$ cat config.mk
export PLATFORM = sky130hd
export DESIGN_NAME = elevator_sim_ctrl
export DESIGN_NICKNAME = d
export VERILOG_FILES = /design/src/rtl/elevator_sim_ctrl.sv
export SDC_FILE = /design/constraint.sdc
export NUM_CORES = 1
export LEC_CHECK = 0
export ABC_AREA = 1
export CAP_MARGIN = 40
export CORE_MARGIN = 1.5
export CORE_UTILIZATION = 50
export DETAILED_ROUTE_END_ITERATION = 6
export DONT_BUFFER_PORTS = 1
export MAX_ROUTING_LAYER = met4
export SLEW_MARGIN = 20
export SYNTH_ARGS = -nofsm -noshare
export SYNTH_HDL_FRONTEND = slang
export SYNTH_SLANG_ARGS = --single-unit
$ cat constraint.sdc
create_clock -name clk -period 3.6 [get_ports clk]
set_input_delay 0.36 -clock clk [delete_from_list [all_inputs] [get_ports clk]]
set_output_delay 0.36 -clock clk [all_outputs]
set_load 0.03 [all_outputs]
$ cat src/rtl/elevator_sim_ctrl.sv
// SCAN-scheduled elevator car core: floor requests in, tick-paced moves and door cycles out.
// Define ESTOP_EN to add the estop input, which freezes motion and reports IDLE while held.
module elevator_sim_ctrl #(
    parameter int NUM_FLOORS  = 8,
    parameter int FLOOR_TICKS = 30,
    parameter int DOOR_TICKS  = 60
) (
    input  logic                  clk,
    input  logic                  n_rst,
    input  logic                  tick,
    input  logic                  req_valid,
    input  logic [3:0]            req_floor,
`ifdef ESTOP_EN
    input  logic                  estop,
`endif
    output logic [7:0]            destination,
    output logic [1:0]            sim_state,
    output logic [NUM_FLOORS-1:0] pending_floors
);

    localparam logic [1:0] S_IDLE  = 2'b00;
    localparam logic [1:0] S_UP    = 2'b01;
    localparam logic [1:0] S_DOWN  = 2'b10;
    localparam logic [1:0] S_DOORS = 2'b11;

    localparam int CMAX = (FLOOR_TICKS > DOOR_TICKS) ? FLOOR_TICKS : DOOR_TICKS;
    localparam int CW   = (CMAX > 1) ? $clog2(CMAX) : 1;
    localparam logic [CW-1:0] FT_LAST = CW'(FLOOR_TICKS - 1);
    localparam logic [CW-1:0] DT_LAST = CW'(DOOR_TICKS - 1);

    logic [1:0]            state_q, state_n;
    logic [3:0]            cur_q, cur_n;
    logic                  dir_q, dir_n;
    logic [CW-1:0]         cnt_q, cnt_n;
    logic [NUM_FLOORS-1:0] pending_q, pend_n;
    logic                  decide;
    logic                  hold;

`ifdef ESTOP_EN
    assign hold = estop;
`else
    assign hold = 1'b0;
`endif

    assign pending_floors = pending_q;

    function automatic logic bit_at(input logic [NUM_FLOORS-1:0] v, input logic [3:0] f);
        logic r;
        r = 1'b0;
        for (int i = 0; i < NUM_FLOORS; i++) begin
            if (int'(f) == i) r = v[i];
        end
        return r;
    endfunction

    function automatic logic any_above(input logic [NUM_FLOORS-1:0] v, input logic [3:0] f);
        logic r;
        r = 1'b0;
        for (int i = 0; i < NUM_FLOORS; i++) begin
            if (i > int'(f)) r = r | v[i];
        end
        return r;
    endfunction

    function automatic logic any_below(input logic [NUM_FLOORS-1:0] v, input logic [3:0] f);
        logic r;
        r = 1'b0;
        for (int i = 0; i < NUM_FLOORS; i++) begin
            if (i < int'(f)) r = r | v[i];
        end
        return r;
    endfunction

    // Nearest pending floor ahead of the car; stationary states point at the car itself.
    function automatic logic [3:0] target_of(input logic [1:0] st,
                                             input logic [NUM_FLOORS-1:0] v,
                                             input logic [3:0] f);
        logic [3:0] t;
        logic       found;
        t     = f;
        found = 1'b0;
        if (st == S_UP) begin
            for (int i = 0; i < NUM_FLOORS; i++) begin
                if (!found && v[i] && i > int'(f)) begin
                    t     = 4'(i);
                    found = 1'b1;
                end
            end
        end else if (st == S_DOWN) begin
            for (int i = 0; i < NUM_FLOORS; i++) begin
                if (v[i] && i < int'(f)) t = 4'(i);
            end
        end
        return t;
    endfunction

    always_comb begin
        pend_n  = pending_q;
        state_n = state_q;
        cur_n   = cur_q;
        dir_n   = dir_q;
        cnt_n   = cnt_q;
        decide  = 1'b0;

        for (int i = 0; i < NUM_FLOORS; i++) begin
            if (req_valid && int'(req_floor) == i &&
                !(state_q == S_DOORS && req_floor == cur_q)) pend_n[i] = 1'b1;
        end

        if (!hold) begin
            case (state_q)
                S_IDLE: decide = 1'b1;
                S_UP, S_DOWN: begin
                    if (tick) begin
                        if (cnt_q == FT_LAST) begin
                            cnt_n  = '0;
                            cur_n  = (state_q == S_UP) ? cur_q + 4'd1 : cur_q - 4'd1;
                            decide = 1'b1;
                        end else begin
                            cnt_n = cnt_q + CW'(1);
                        end
                    end
                end
                default: begin
                    if (tick) begin
                        if (cnt_q == DT_LAST) begin
                            cnt_n  = '0;
                            decide = 1'b1;
                        end else begin
                            cnt_n = cnt_q + CW'(1);
                        end
                    end
                end
            endcase

            // Serving the current floor also swallows a same-cycle request for it.
            if (decide) begin
                if (bit_at(pending_q, cur_n)) begin
                    state_n = S_DOORS;
                    for (int i = 0; i < NUM_FLOORS; i++) begin
                        if (int'(cur_n) == i) pend_n[i] = 1'b0;
                    end
                end else if (dir_q ? any_above(pending_q, cur_n) : any_below(pending_q, cur_n)) begin
                    state_n = dir_q ? S_UP : S_DOWN;
                end else if (dir_q ? any_below(pending_q, cur_n) : any_above(pending_q, cur_n)) begin
                    dir_n   = !dir_q;
                    state_n = dir_q ? S_DOWN : S_UP;
                end else begin
                    state_n = S_IDLE;
                end
                if (state_n != state_q) cnt_n = '0;
            end
        end
    end

    always_ff @(posedge clk or negedge n_rst) begin
        if (!n_rst) begin
            state_q     <= S_IDLE;
            cur_q       <= 4'd0;
            dir_q       <= 1'b1;
            cnt_q       <= '0;
            pending_q   <= '0;
            destination <= 8'h00;
            sim_state   <= S_IDLE;
        end else begin
            state_q     <= state_n;
            cur_q       <= cur_n;
            dir_q       <= dir_n;
            cnt_q       <= cnt_n;
            pending_q   <= pend_n;
            destination <= {target_of(state_n, pend_n, cur_n), cur_n};
            sim_state   <= hold ? S_IDLE : state_n;
        end
    end

endmodule
==> out/qor.tcl <==
set qor(avgViaCountPerCell) 5.68
set qor(final_period_utilization_pct) 93.3
set qor(routed-via-count) 2534
set qor(timing.hold.worst.class) {in2reg}
set qor(synth_area_mm2) 0.00243
set qor(final_max_slew_viol_count) 0
set qor(finalHoldViolations) 0
set qor(worst_hold_path.num_cells) 3
set qor(clock_sink_total) 25
set qor(placement_rows) 25
set qor(grt_pass1_vias) 2308
set qor(worstHoldStart) {tick}
set qor(max-cap-violations) 0
set qor(die_y_um) 72.8
set qor(leakagePower_nw) 1.40
set qor(post_synthesis_cell_type_count) 45
set qor(r2r.worst_path.cells) 25
set qor(fin_util_pct) 61.5
set qor(initial_utilization_pct) 51.9
set qor(synth_edf_count) 0
set qor(dpl.hpwl_mm) 5.47
set qor(worst_path_max_delay_cell) {sky130_fd_sc_hd__dfrtp_1}
set qor(htree_levels) 1
set qor(tritoncts.num_buffers) 3
set qor(port_buffers) 0
set qor(cellPowerDensity_mw_per_mm2) 798
set qor(synthDominantCellAreaShare_pct) 24.7
set qor(firstDrtPassIters) 5
set qor(max-vdd-ir-drop_uv) 389
set qor(grt_remaining_overflow) 0
set qor(grt_start_max_net_pins) 26
set qor(ys_top_cells_by_area) {sky130_fd_sc_hd__dfrtp_1, sky130_fd_sc_hd__nand2_1, sky130_fd_sc_hd__nor2_1}
set qor(min_period_ns) 3.36
set qor(grt_pass1_wl_mm) 11.1
set qor(cts-root-buf) {sky130_fd_sc_hd__clkbuf_8}
set qor(total_power_mw) 2.30
set qor(timing.critical_path.from_type) {flip-flop}
set qor(clock_tree_from_tritoncts) {yes}
set qor(pre_cts_ws_ns) 0.168
set qor(routed_wl_mm) 7.16
set qor(headroom_to_the_max_slew_limit_pct) 61.9
set qor(reg2reg_setup_slack_ns) 0.24
set qor(finalClockSkew_ns) 0.00631
set qor(fmaxAchievable_ghz) 0.298
set qor(criticalPathCategory) {reg2reg}
set qor(grt_util_all_layers_pct) 28.0
set qor(timing.critical_path.fanout_max) 9
set qor(synth_flop_cell) {sky130_fd_sc_hd__dfrtp_1}
set qor(die_x_um) 72.8
set qor(num_io_pins) 26
set qor(drc) 0
set qor(die_area_mm2) 0.00530
set qor(holdPathEnd) {cnt_q[4]$_DFF_PN0_}
set qor(dr.first_iter.drc_count) 168
set qor(seq_area_frac_synth_pct) 25.7
set qor(antenna_cells) 0
set qor(critical_path.endpoint_type) {flip-flop}
set qor(clock_tree.buffer_depth) 2
set qor(outcome) {finished clean}
set qor(setup-violations-final) 0
set qor(cp_slowest_stage_delay_ns) 0.42
set qor(most_frequent_cell_on_critical_path) {sky130_fd_sc_hd__nand2_1}
set qor(initial_antenna_violation_count) 0
set qor(drt.antenna.violating_nets) 0
set qor(timing.rr.end) {destination[6]$_DFF_PN0_}
set qor(syn-instance-count) 368
set qor(ys_warn_count) 0
set qor(setup_ws_ns) 0.240
set qor(tightestPinTransition_ns) 0.571
set qor(insertion_delay_to_the_later_sink_of_the_worst_skew_pair_ns) 0.28
set qor(synth_seq_cells) 25
set qor(async_flop_share_pct) 100
set qor(clkTransAtPathRegs_ns) 0.10
set qor(gp_congestion) 0.994
set qor(r2r-start) {state_q[0]$_DFF_PN0_}
set qor(fp.coreArea_mm2) 0.00469
set qor(syn-mean-instance-area_um2) 6.62
set qor(fin_nets) 410
set qor(critical_path_data_arrival_time_ns) 3.53
set qor(required_ns) 3.77
set qor(syn_to_final_growth_pct) 18.4
set qor(post_drt_wl_per_cell_um) 16.1
set qor(drive_gt1_share_pct) 26.0
set qor(mappedNetlistNets) 385
set qor(yosys.area.top_type) {sky130_fd_sc_hd__dfrtp_1}
[per-stage QoR]
step / std cells / area (um^2) / setup TNS (ns) / hold slack, ns
floorplan: 368 / 2430 / 0 / 0.0644
global route: 446 / 2880 / -0.0245 / 0.345
finish: 446 / 2880 / 0 / 0.344
CTS: 440 / 2680 / 0 / 0.327
global placement: 434 / 2600 / 0 / 0.0649
detailed placement: 434 / 2600 / 0 / 0.0653
[registers in the layout, summed over array words and instances, names as in the netlist]
signal	cells
pending_floors	8
cnt_q	6
destination	5
cur_q	3
state_q	2
dir_q	1
[where the power goes]
part | switching (mW) | internal, mW | total [mW]
Clock | 0.0991 | 0.0786 | 0.178
Combinational | 1.02 | 0.563 | 1.58
Sequential | 0.166 | 0.372 | 0.538
[synthesized netlist by cell type (2+ instances only)]
library cell                 n
sky130_fd_sc_hd__a21oi_1    20
sky130_fd_sc_hd__nand2_4     6
sky130_fd_sc_hd__o21ai_1     3
sky130_fd_sc_hd__nand2_1   100
sky130_fd_sc_hd__nor2_2      6
sky130_fd_sc_hd__nor3_1      4
sky130_fd_sc_hd__a21oi_2     2
sky130_fd_sc_hd__xnor2_1     2
sky130_fd_sc_hd__ha_1        8
sky130_fd_sc_hd__nand2_2    10
sky130_fd_sc_hd__o21ai_0    14
sky130_fd_sc_hd__dfrtp_1    24
sky130_fd_sc_hd__a31oi_1     2
sky130_fd_sc_hd__nand4_1     4
sky130_fd_sc_hd__nand3b_1    3
sky130_fd_sc_hd__nor2_1     47
sky130_fd_sc_hd__or2_2       3
sky130_fd_sc_hd__buf_2       2
sky130_fd_sc_hd__nand3_1    19
sky130_fd_sc_hd__o22ai_1     4
sky130_fd_sc_hd__inv_2       7
sky130_fd_sc_hd__xor2_1      6
sky130_fd_sc_hd__nor2_4      3
sky130_fd_sc_hd__nand3_2     4
sky130_fd_sc_hd__inv_1      45
[layer usage]
layer / up-vias / share of wire (%) / wire length (um) / GRT usage, %
met5: - / 0 / 0 / -
met4: 0 / 2.6 / 186 / 11.5
met3: 20 / 6.9 / 493 / 4.28
met2: 96 / 49 / 3470 / 44.3
met1: 1184 / 42 / 3010 / 35.7
li1: 1234 / - / - / -
[cell usage in the layout (no fill, tap or decap), drive strengths merged]
master       Yosys  final
o21ai           19     19
nand4            6      7
o211ai           1      1
dfrtp           24     24
dfstp            1      1
a21oi           22     22
nand3b           3      3
inv             53     53
ha               8      8
a211oi           1      1
clkinvlp         0      1
a41o             1      1
o31ai            1      1
a311oi           1      1
nor2            57     57
fa               1      1
a22oi            1      1
xnor2            2      2
nor3             4      4
a31oi            3      3
dlygate4sd3      0      1
nand3           24     24
nor4             1      1
clkbuf           0      3
buf              2     20
o22ai            4      4
xor2             6      6
clkinv           2      2
nand2          116    116
or2              3      3
o221ai           1      1
[what timing repair did]
item,4_1_cts,5_1_grt
resized for setup,0,36
setup buffers,0,5
endpoints found under the hold margin,25,0
hold buffers,2,0
setup endpoints to repair,0,4
[area by class of cell]
class                           count  area (um^2)
Inverter                           55          214
Timing Repair Buffer               21          173
Sequential cell                    25          627
Multi-Input combinational cell    287         1750
Clock inverter                      1         7.51
Tap cell                           54         67.6
Clock buffer                        3         41.3
Fill cell                         421         1810
[kinds of logic (layout without fill, tap and decap cells)]
logic type | Yosys count | in the layout | synth area share, %
XOR/XNOR | 8 | 8 | 2.88
AND/OR/NAND/NOR | 214 | 215 | 43.2
buffers and inverters | 57 | 80 | 9.20
flip-flops | 25 | 25 | 25.7
AO/OA/AOI/OAI | 55 | 55 | 14.0
adder cells (fa/ha/maj) | 9 | 9 | 4.93
[worst max-delay path by stage]
stage                         startpoint                        to  slack (ns)  cells past startpoint
CTS                 state_q[1]$_DFF_PN0_  destination[4]$_DFF_PN0_        0.13                     22
detailed placement  state_q[1]$_DFF_PN0_  destination[6]$_DFF_PN0_        0.17                     25
floorplan           state_q[1]$_DFF_PN0_  destination[4]$_DFF_PN0_        0.34                     25
global route        state_q[0]$_DFF_PN0_  destination[4]$_DFF_PN0_       -0.02                     27
global placement    state_q[1]$_DFF_PN0_  destination[4]$_DFF_PN0_        0.21                     22
finish              state_q[0]$_DFF_PN0_  destination[6]$_DFF_PN0_        0.24                     25
[critical path: cells and delay by family (launching register included)]
family                     cells  cell delay (ns)
adders and majority gates      2             0.40
buffers and inverters          2             0.23
DFF                            1             0.42
and+or+nand+nor               21             2.20
No activity file was read; power rests on OpenSTA's default activity.
